File: src/rtl/isa_io_port_bank.sv
`default_nettype none
// ============================================================================
// Module      : isa_io_port_bank
// Description : Clocked ISA I/O port bank. Decodes an aligned block of
//               NUM_PORTS I/O addresses at BASE_ADDR, latches host writes
//               into output ports (pa) and returns sampled input ports (pb)
//               on host reads. The asynchronous ior_n/iow_n strobes are
//               brought into the clk domain through 2-flop synchronisers.
//               Optional write-interrupt flag: define ISA_IO_PORT_IRQ_EN.
// Revision    : 1.0 - initial release
// ============================================================================
module isa_io_port_bank #(
  parameter int unsigned       ADDR_W    = 10,
  parameter int unsigned       DATA_W    = 8,
  parameter int unsigned       NUM_PORTS = 4,
  parameter logic [ADDR_W-1:0] BASE_ADDR = 10'h2B0
) (
  input  logic                        clk,
  input  logic                        rst_n,
  input  logic [ADDR_W-1:0]           sa,
  input  logic [DATA_W-1:0]           sd_in,
  output logic [DATA_W-1:0]           sd_out,
  output logic                        sd_oe,
  input  logic                        ior_n,
  input  logic                        iow_n,
  input  logic                        aen,
  output logic [NUM_PORTS*DATA_W-1:0] pa_out,
  input  logic [NUM_PORTS*DATA_W-1:0] pb_in,
  output logic [NUM_PORTS-1:0]        wr_pulse,
  output logic                        irq
);

  localparam int unsigned      IDX_W    = $clog2(NUM_PORTS);
  localparam logic [IDX_W-1:0] LAST_IDX = IDX_W'(NUM_PORTS - 1);

  typedef enum logic [1:0] {
    ST_IDLE = 2'd0,
    ST_RD   = 2'd1,
    ST_WR   = 2'd2
  } state_e;

  // --------------------------------------------------------------------------
  // Strobe synchronisers. Bit 0 is the metastability flop, bit 1 is the
  // synchronised strobe and bit 2 its previous value for edge detection.
  // settle_q holds off edge detection until the shift chains carry real pin
  // values after reset, so a strobe held low through reset is not mistaken
  // for a fresh falling edge.
  // --------------------------------------------------------------------------
  logic [2:0] ior_sh_q, ior_sh_d;
  logic [2:0] iow_sh_q, iow_sh_d;
  logic [1:0] settle_q, settle_d;

  // Next-state for the synchroniser chains and the post-reset settle counter
  always_comb begin
    ior_sh_d = {ior_sh_q[1:0], ior_n};
    iow_sh_d = {iow_sh_q[1:0], iow_n};
    settle_d = (settle_q == 2'd3) ? settle_q : settle_q + 2'd1;
  end

  // Synchroniser and settle registers; chains idle high (strobes inactive)
  always_ff @(posedge clk) begin
    if (!rst_n) begin
      ior_sh_q <= 3'b111;
      iow_sh_q <= 3'b111;
      settle_q <= 2'd0;
    end else begin
      ior_sh_q <= ior_sh_d;
      iow_sh_q <= iow_sh_d;
      settle_q <= settle_d;
    end
  end

  logic             edge_en;
  logic             ior_sync;
  logic             iow_sync;
  logic             ior_fall;
  logic             ior_rise;
  logic             iow_fall;
  logic             iow_rise;
  logic             hit;
  logic             bus_err;
  logic [IDX_W-1:0] sa_idx;

  assign edge_en  = (settle_q == 2'd3);
  assign ior_sync = ior_sh_q[1];
  assign iow_sync = iow_sh_q[1];
  assign ior_fall = edge_en &  ior_sh_q[2] & ~ior_sh_q[1];
  assign ior_rise = edge_en & ~ior_sh_q[2] &  ior_sh_q[1];
  assign iow_fall = edge_en &  iow_sh_q[2] & ~iow_sh_q[1];
  assign iow_rise = edge_en & ~iow_sh_q[2] &  iow_sh_q[1];

  // Address decode is only meaningful when the DMA controller does not own
  // the bus; both strobes active at once is a host bus error.
  assign hit     = ~aen && (sa[ADDR_W-1:IDX_W] == BASE_ADDR[ADDR_W-1:IDX_W]);
  assign sa_idx  = sa[IDX_W-1:0];
  assign bus_err = ~ior_sync & ~iow_sync;

  // --------------------------------------------------------------------------
  // Transaction FSM and port registers
  // --------------------------------------------------------------------------
  logic [NUM_PORTS-1:0][DATA_W-1:0] pb_word;
  logic [NUM_PORTS-1:0][DATA_W-1:0] pa_q, pa_d;
  logic [NUM_PORTS-1:0]             wr_pulse_q, wr_pulse_d;
  state_e                           state_q, state_d;
  logic [IDX_W-1:0]                 idx_q, idx_d;
  logic [DATA_W-1:0]                sd_out_q, sd_out_d;
  logic                             oe_q, oe_d;

  assign pb_word = pb_in;

  // Next-state logic: enter RD/WR on a decoded strobe fall, leave on that
  // same strobe's rise; write data is captured at the trailing edge.
  always_comb begin
    state_d    = state_q;
    idx_d      = idx_q;
    sd_out_d   = sd_out_q;
    oe_d       = oe_q;
    pa_d       = pa_q;
    wr_pulse_d = '0;
    unique case (state_q)
      ST_IDLE: begin
        if (hit && !bus_err) begin
          if (ior_fall) begin
            state_d  = ST_RD;
            idx_d    = sa_idx;
            sd_out_d = pb_word[sa_idx];
            oe_d     = 1'b1;
          end else if (iow_fall) begin
            state_d = ST_WR;
            idx_d   = sa_idx;
          end
        end
      end
      ST_RD: begin
        if (ior_rise) begin
          state_d = ST_IDLE;
          oe_d    = 1'b0;
        end
      end
      ST_WR: begin
        if (iow_rise) begin
          state_d           = ST_IDLE;
          pa_d[idx_q]       = sd_in;
          wr_pulse_d[idx_q] = 1'b1;
        end
      end
      default: begin
        state_d = ST_IDLE;
        oe_d    = 1'b0;
      end
    endcase
  end

  // FSM state and registered outputs; reset discards any transaction in flight
  always_ff @(posedge clk) begin
    if (!rst_n) begin
      state_q    <= ST_IDLE;
      idx_q      <= '0;
      sd_out_q   <= '0;
      oe_q       <= 1'b0;
      pa_q       <= '0;
      wr_pulse_q <= '0;
    end else begin
      state_q    <= state_d;
      idx_q      <= idx_d;
      sd_out_q   <= sd_out_d;
      oe_q       <= oe_d;
      pa_q       <= pa_d;
      wr_pulse_q <= wr_pulse_d;
    end
  end

  // The bus is released in the very cycle the read strobe rise is seen, and
  // immediately while reset is asserted, rather than one clock later.
  assign sd_oe    = oe_q & ~ior_rise & rst_n;
  assign sd_out   = sd_out_q;
  assign pa_out   = pa_q;
  assign wr_pulse = wr_pulse_q;

`ifdef ISA_IO_PORT_IRQ_EN
  // --------------------------------------------------------------------------
  // Sticky write interrupt: set after any write pulse, cleared when a read of
  // the last port completes. A simultaneous set overrides the clear.
  // --------------------------------------------------------------------------
  logic irq_q, irq_d;

  // Clear on last-port read completion first, so a set in the same cycle wins
  always_comb begin
    irq_d = irq_q;
    if ((state_q == ST_RD) && ior_rise && (idx_q == LAST_IDX)) begin
      irq_d = 1'b0;
    end
    if (|wr_pulse_q) begin
      irq_d = 1'b1;
    end
  end

  // Interrupt flag register
  always_ff @(posedge clk) begin
    if (!rst_n) begin
      irq_q <= 1'b0;
    end else begin
      irq_q <= irq_d;
    end
  end

  assign irq = irq_q;
`else
  logic unused_last_idx;
  assign unused_last_idx = &LAST_IDX;
  assign irq             = 1'b0;
`endif

endmodule
`default_nettype wire

File: config.mk
export PLATFORM = sky130hd
export DESIGN_NAME = isa_io_port_bank
export DESIGN_NICKNAME = d
export VERILOG_FILES = /design/src/rtl/isa_io_port_bank.sv
export SDC_FILE = /design/constraint.sdc
export NUM_CORES = 1
export LEC_CHECK = 0
export CAP_MARGIN = 20
export CORE_UTILIZATION = 30
export CTS_BUF_LIST = sky130_fd_sc_hd__clkbuf_8
export DETAILED_ROUTE_END_ITERATION = 12
export GPL_ROUTABILITY_DRIVEN = 0
export GPL_TIMING_DRIVEN = 1
export SETUP_SLACK_MARGIN = 0.5
export SLEW_MARGIN = 20
export SYNTH_ARGS = -nofsm -noshare
export SYNTH_HDL_FRONTEND = slang
export SYNTH_SLANG_ARGS = --single-unit
File: constraint.sdc
create_clock -name clk -period 2 [get_ports clk]
set_clock_uncertainty 0.05 [all_clocks]
set_input_delay 0.2 -clock clk [delete_from_list [all_inputs] [get_ports clk]]
set_output_delay 0.2 -clock clk [all_outputs]
set_load 0.005 [all_outputs]
==> flow_metrics.tcl, run 1 <==
set metrics [dict create \
    switchingPower_mw 0.5597 \
    die_h_um 91.09 \
    drive_gt1_frac 0.1942 \
    multi_input_area_um2 1251 \
    path_max_fanout 8 \
    maxCapViolCount 0 \
    hold_path_class "in -> reg" \
    final_core_util 0.5024 \
    fillers 714 \
    synth_cells 236 \
    slew_headroom 0.6284 \
    arrival_ns 1.74 \
    critPathKind "reg -> reg" \
    worstMarginPinSlew_ns 0.5567 \
    hold_start "rst_n" \
    drt_iter0_markers 96 \
    io-pin-count 101 \
    required_ns 2.21 \
    via_per_inst 4.727 \
    clkSlewWorstSetupHoldPaths_ns 0.07 \
    grt_pass1_vias 1904 \
    area_delta_synth_final_pct 62.22 \
    overflow 0 \
    maxSlewViolCount 0 \
    layout.area.seq_um2 1150 \
    fp.dieW_um 91.09 \
    syn_area_um2 2381 \
    clock-sinks 57 \
    comb_power_share 0.096 \
    track_usage 0.1443 \
    cellLeakagePower_nw 1.624 \
    wl_mm 5.909 \
    die_area_um2 8297 \
    cts_root_buf "clkbuf_8" \
    p_total_mw 2.638 \
    hpwl_mm 4.018 \
    ir_drop_uv 307.7 \
    r2r_start "settle_q[1]" \
    power.share.clock 0.462 \
    grt_start_max_net_pins 62 \
    p_sw_frac 0.2122 \
    grt_pass1_wl_mm 9.301 \
    synth_seq_area_share 0.4792 \
    ant_nets 0 \
    tns_ns 0 \
    num_rows 32 \
    clock_latency_ns 0.33 \
    status "complete, no violations" \
    crit_path_start_kind "flop" \
    grt_setup_unrepaired "true" \
    cts_tree "yes" \
    p_int_mw 2.078 \
    ys_ff_latch 57 \
    hold_viol_final 0 \
    power_frac_seq 0.441 \
    nets 396 \
    clockBufferDepth 2 \
    max_freq_mhz 652.7 \
    wl_per_cell_um 13.22 \
    hold_buffers 0 \
    drc 0 \
    ys_warn_count 0 \
    p_per_area_nw_per_um2 683.0 \
    initial_core_util 0.3097 \
    cts_made_buffers 9 \
    antenna_found_initial 0 \
    synth_cell_type_count 37 \
    finalSetupViolCount 0 \
    vias 2113 \
    fin_crit_ns 1.532 \
    finalCritPeriodShare 0.7661 \
    avgSynthCellArea_um2 10.09 \
    crit_path_end_kind "flop" \
    port_buffers 99 \
    syn_nets 292 \
    insertedDiodeCount 0 \
    cts_htree_levels 3 \
    firstDrtPassIters 4 \
    startpoint "settle_q[1]" \
    design.core.area_um2 7687 \
]
==> stage by stage <==
| step | area (um^2) | hold slack, ns | setup WS [ns] | std cells |
|---|---|---|---|---|
| floorplan | 2426 | 0.2515 | 0.4693 | 236 |
| global placement | 3440 | 0.3388 | 0.3092 | 421 |
| detailed placement | 3440 | 0.3455 | 0.2873 | 421 |
| CTS | 3704 | 0.1759 | 0.4654 | 440 |
| global route | 3862 | 0.2028 | 0.4157 | 447 |
| finish | 3862 | 0.1914 | 0.4679 | 447 |
==> cell families (layout without fill, tap and decap cells) <==
kind of cell / after synthesis / after routing / share of synthesized area
mux: 19 / 19 / 0.1219
fa+ha+maj: 1 / 1 / 0.005254
flops: 57 / 57 / 0.4792
simple gates: 93 / 96 / 0.2344
other cells: 1 / 1 / 0.001575
compound gates: 42 / 42 / 0.1019
xor+xnor: 1 / 1 / 0.003679
buf+inv: 22 / 128 / 0.05202
==> final cells by class <==
cell class	instances	area share
Clock buffer	11	0.03920
Tap cell	102	0.03304
Multi-Input combinational cell	160	0.3239
Timing Repair Buffer	108	0.2818
Clock inverter	5	0.02041
Inverter	4	0.003887
Sequential cell	57	0.2977
==> worst paths after layout <==
check | to | slack (ns) | depth (start not counted)
min reg2reg | iow_sh_q[1] | 0.36 | 1
max | pa_out[24] | 0.47 | 5
min | pa_out[16] | 0.19 | 3
max reg2reg | pa_out[24] | 0.47 | 5
==> placed cells by master, fill, tap and decap left out, types with 2 or more instances in the layout <==
cell type / Yosys / routed
inv_1: 4 / 5
clkinvlp_4: 0 / 2
clkdlybuf4s50_1: 0 / 96
nand2b_1: 6 / 6
o21ai_2: 4 / 12
nand3_1: 31 / 31
nor3b_1: 2 / 2
dfxtp_1: 57 / 52
buf_2: 6 / 2
o21ai_0: 3 / 3
clkbuf_8: 0 / 11
o21ai_1: 30 / 22
nand4b_4: 2 / 4
buf_12: 0 / 3
nor2_1: 8 / 8
nand2_1: 33 / 33
bufinv_16: 0 / 2
dfxtp_2: 0 / 4
buf_4: 1 / 6
mux2i_1: 11 / 11
nand4_4: 1 / 2
mux4_2: 8 / 8
==> power by group through the flow <==
stage / Clock, mW / Combinational, mW / Sequential [mW]
after floorplan: 0 / 0.118 / 1.19
after global placement: 0 / 0.237 / 1.19
after detailed placement: 0 / 0.241 / 1.19
after CTS: 1.25 / 0.247 / 1.16
after global routing: 1.30 / 0.279 / 1.16
final: 1.22 / 0.254 / 1.16
==> timing repair <==
action | 4_1_cts | 5_1_grt
gates cloned | 0 | 3
buffers inserted | 3 | 4
resized for setup | 6 | 16
setup endpoints to repair | 47 | 43
pin swaps | 1 | 17
==> cells in the mapped netlist <==
master / number / share of area
nand2_4: 1 / 0.0047
xor2_1: 1 / 0.0037
nor4b_1: 1 / 0.0037
dfxtp_1: 57 / 0.48
nand4b_4: 2 / 0.020
and3_4: 1 / 0.0047
buf_1: 4 / 0.0063
conb_1: 1 / 0.0016
o21ai_1: 30 / 0.063
nand3_2: 1 / 0.0042
nand4_4: 1 / 0.0089
inv_1: 4 / 0.0063
o2111a_2: 1 / 0.0053
nor3b_1: 2 / 0.0063
a21oi_1: 1 / 0.0021
buf_4: 1 / 0.0032
nor2_1: 8 / 0.013
mux2i_1: 11 / 0.046
ha_1: 1 / 0.0053
nand4bb_2: 1 / 0.0068
nand3_1: 31 / 0.065
o21ai_2: 4 / 0.015
a311o_1: 1 / 0.0042
nand2_1: 33 / 0.052
clkbuf_1: 3 / 0.0047
buf_2: 6 / 0.013
and4bb_4: 1 / 0.0068
o21ai_0: 3 / 0.0063
nand2b_1: 6 / 0.016
nor4bb_4: 1 / 0.011
o2111ai_1: 1 / 0.0037
buf_6: 4 / 0.019
and3b_1: 1 / 0.0037
mux4_2: 8 / 0.076
o22ai_1: 1 / 0.0026
nor3b_2: 1 / 0.0053
nand3b_1: 1 / 0.0032
==> critical path, cell delays in order, from the launching register on <==
cell and delay, ns:
dfxtp_2 0.35, ha_4 0.16, and4bb_4 0.37, buf_12 0.14, nand4_4 0.19, o21ai_1 0.20
==> sequential cells by signal, summed over array words and instances (netlist names) <==
| name | flops |
|---|---|
| idx_q | 2 |
| pa_out | 32 |
| settle_q | 2 |
| oe_q | 1 |
| sd_out | 8 |
| state_q | 2 |
| ior_sh_q | 3 |
| wr_pulse | 4 |
| iow_sh_q | 3 |
==> per-layer routing <==
metal,global-route usage,routed length [um]
met1,0.1908,2781
met2,0.2121,2640
met3,0.03936,370
met4,0.07937,116
met5,0,0
No activity file was read; power rests on OpenSTA's default activity.
==> run 2, diff against run 1 <==
clock period = 1.3 ns   (was 2 ns; I/O delays follow)
==> run 2 against run 1 <==
Against the previous run:
- the run now ends with setup timing left
- wire length rose by 15%
- sequential share of layout area fell by 0.92 points
- utilization rose by 3.7 points
- hold slack got worse by 0.096 ns
- die area did not move
- via count rose by 7.2%
- combinational power rose by 75%
- critical path type unchanged
- power rose by 39%
- non-clock buffer count rose by 19
- critical path depth rose by 2
- maximum frequency rose by 0.58%
==> flow_metrics.tcl, run 2 (synthesized netlist as in run 1, its figures left out) <==
set metrics [dict create \
    status "finished with violations" \
    violations "setup timing" \
    nets 419 \
    rrSetupSlack_ns -0.22 \
    wl_per_cell_um 14.51 \
    wl_mm 6.820 \
    drc 0 \
    initial_core_util 0.3097 \
    fp.dieW_um 91.09 \
    max_freq_mhz 656.5 \
    crit_path_end_kind "flop" \
    r2r_start "settle_q[1]" \
    clock-sinks 57 \
    overflow 0 \
    io-pin-count 101 \
    slew_headroom 0.5295 \
    cts_root_buf "clkbuf_8" \
    die_area_um2 8297 \
    fin_ws_ns -0.2232 \
    maxSlewViolCount 0 \
    clkSlewWorstSetupHoldPaths_ns 0.06 \
    p_per_area_nw_per_um2 881.9 \
    final_common_cell "clkdlybuf4s50_1" \
    firstDrtPassIters 4 \
    hold_path_class "in -> reg" \
    drt_iter0_markers 103 \
    grt_start_max_net_pins 56 \
    holdPathEnd "ior_sh_q[2]" \
    ant_nets 0 \
    finalCritPeriodShare 1.172 \
    required_ns 1.47 \
    grt_setup_unrepaired "true" \
    critPathKind "reg -> reg" \
    r2r-end "pa_out[1]" \
    clock_latency_ns 0.33 \
    drive_gt1_frac 0.5272 \
    hold_start "rst_n" \
    vias 2265 \
    tns_ns -8.324 \
    die_h_um 91.09 \
    grt_pass1_vias 2229 \
    port_buffers 99 \
    insertedDiodeCount 0 \
    hpwl_mm 4.220 \
    startpoint "settle_q[1]" \
    r2r_cells 7 \
    track_usage 0.1668 \
    antenna_found_initial 0 \
    cellLeakagePower_nw 1.927 \
    hold_viol_final 0 \
    largest_reg_flops 32 \
    area_delta_synth_final_pct 74.30 \
    fin_crit_ns 1.523 \
    clockBufferDepth 2 \
    cts_tree "yes" \
    final_cell_mix "clkdlybuf4s50_1 (53), dfxtp_2 (45), nand2_1 (33)" \
    maxCapViolCount 0 \
    whs_ns 0.09543 \
    design.core.area_um2 7687 \
    worstMarginPinSlew_ns 0.7048 \
    path_max_fanout 17 \
    cts_made_buffers 9 \
    crit_path_start_kind "flop" \
    num_rows 32 \
    ir_drop_uv 498.7 \
    grt_pass1_wl_mm 10.84 \
    cts_htree_levels 3 \
    whs_path_depth 3 \
    arrival_ns 1.70 \
    finalSetupViolCount 49 \
    via_per_inst 4.819 \
]
run 2: worst max path at each step:
stage | endpoint | depth (start not counted)
after floorplan | pa_out[6] | 8
after global placement | idx_q[1] | 5
after detailed placement | idx_q[0] | 5
after CTS | pa_out[16] | 5
after global routing | pa_out[15] | 6
final | pa_out[1] | 7
run 2: through the flow:
step,utilization,cells,power (mW),setup slack [ns],area [um^2]
after detailed placement,0.4660,433,2.249,-0.3755,3582
final,0.5399,470,3.660,-0.2232,4150
after global routing,0.5399,470,3.820,-0.2929,4150
after floorplan,-,236,2.010,-0.2258,2442
after global placement,0.4660,433,2.240,-0.3208,3582
after CTS,0.4990,458,3.691,-0.2077,3836
run 2: final cells by class:
cell class / count / area, um^2
well taps: 102 / 127.6
multi-input cells: 164 / 1429
flip-flops and latches: 57 / 1197
inverters: 4 / 15.01
clock buffers: 10 / 137.6
clock inverters: 6 / 35.03
repair buffers: 127 / 1209
fillers: 700 / 3537
run 2: layer usage:
layer / wire length (um) / track usage
met1: 2997 / 0.2061
met2: 3291 / 0.2658
met3: 429 / 0.04690
met4: 101 / 0.08333
met5: 0 / 0
run 2: repair_timing:
item | CTS | global route
buffers inserted | 5 | 8
gates cloned | 4 | 4
endpoints found under the setup margin | 96 | 96
pin swaps | 10 | 17
resized for setup | 229 | 49
hold buffers | 0 | 0
run 2: critical path, cell delays in order (launching register included):
cell	delay, ns
dfxtp_2	0.35
ha_4	0.16
and4bb_4	0.28
buf_12	0.14
nand4bb_4	0.12
buf_12	0.17
nand3_2	0.08
o21ai_2	0.05
run 2: report_power, final:
| group | leakage, nW | internal, mW | switching, mW |
|---|---|---|---|
| Clock | 0.0932 | 0.727 | 0.700 |
| Sequential | 0.483 | 1.77 | 0.0181 |
| Combinational | 1.35 | 0.284 | 0.160 |
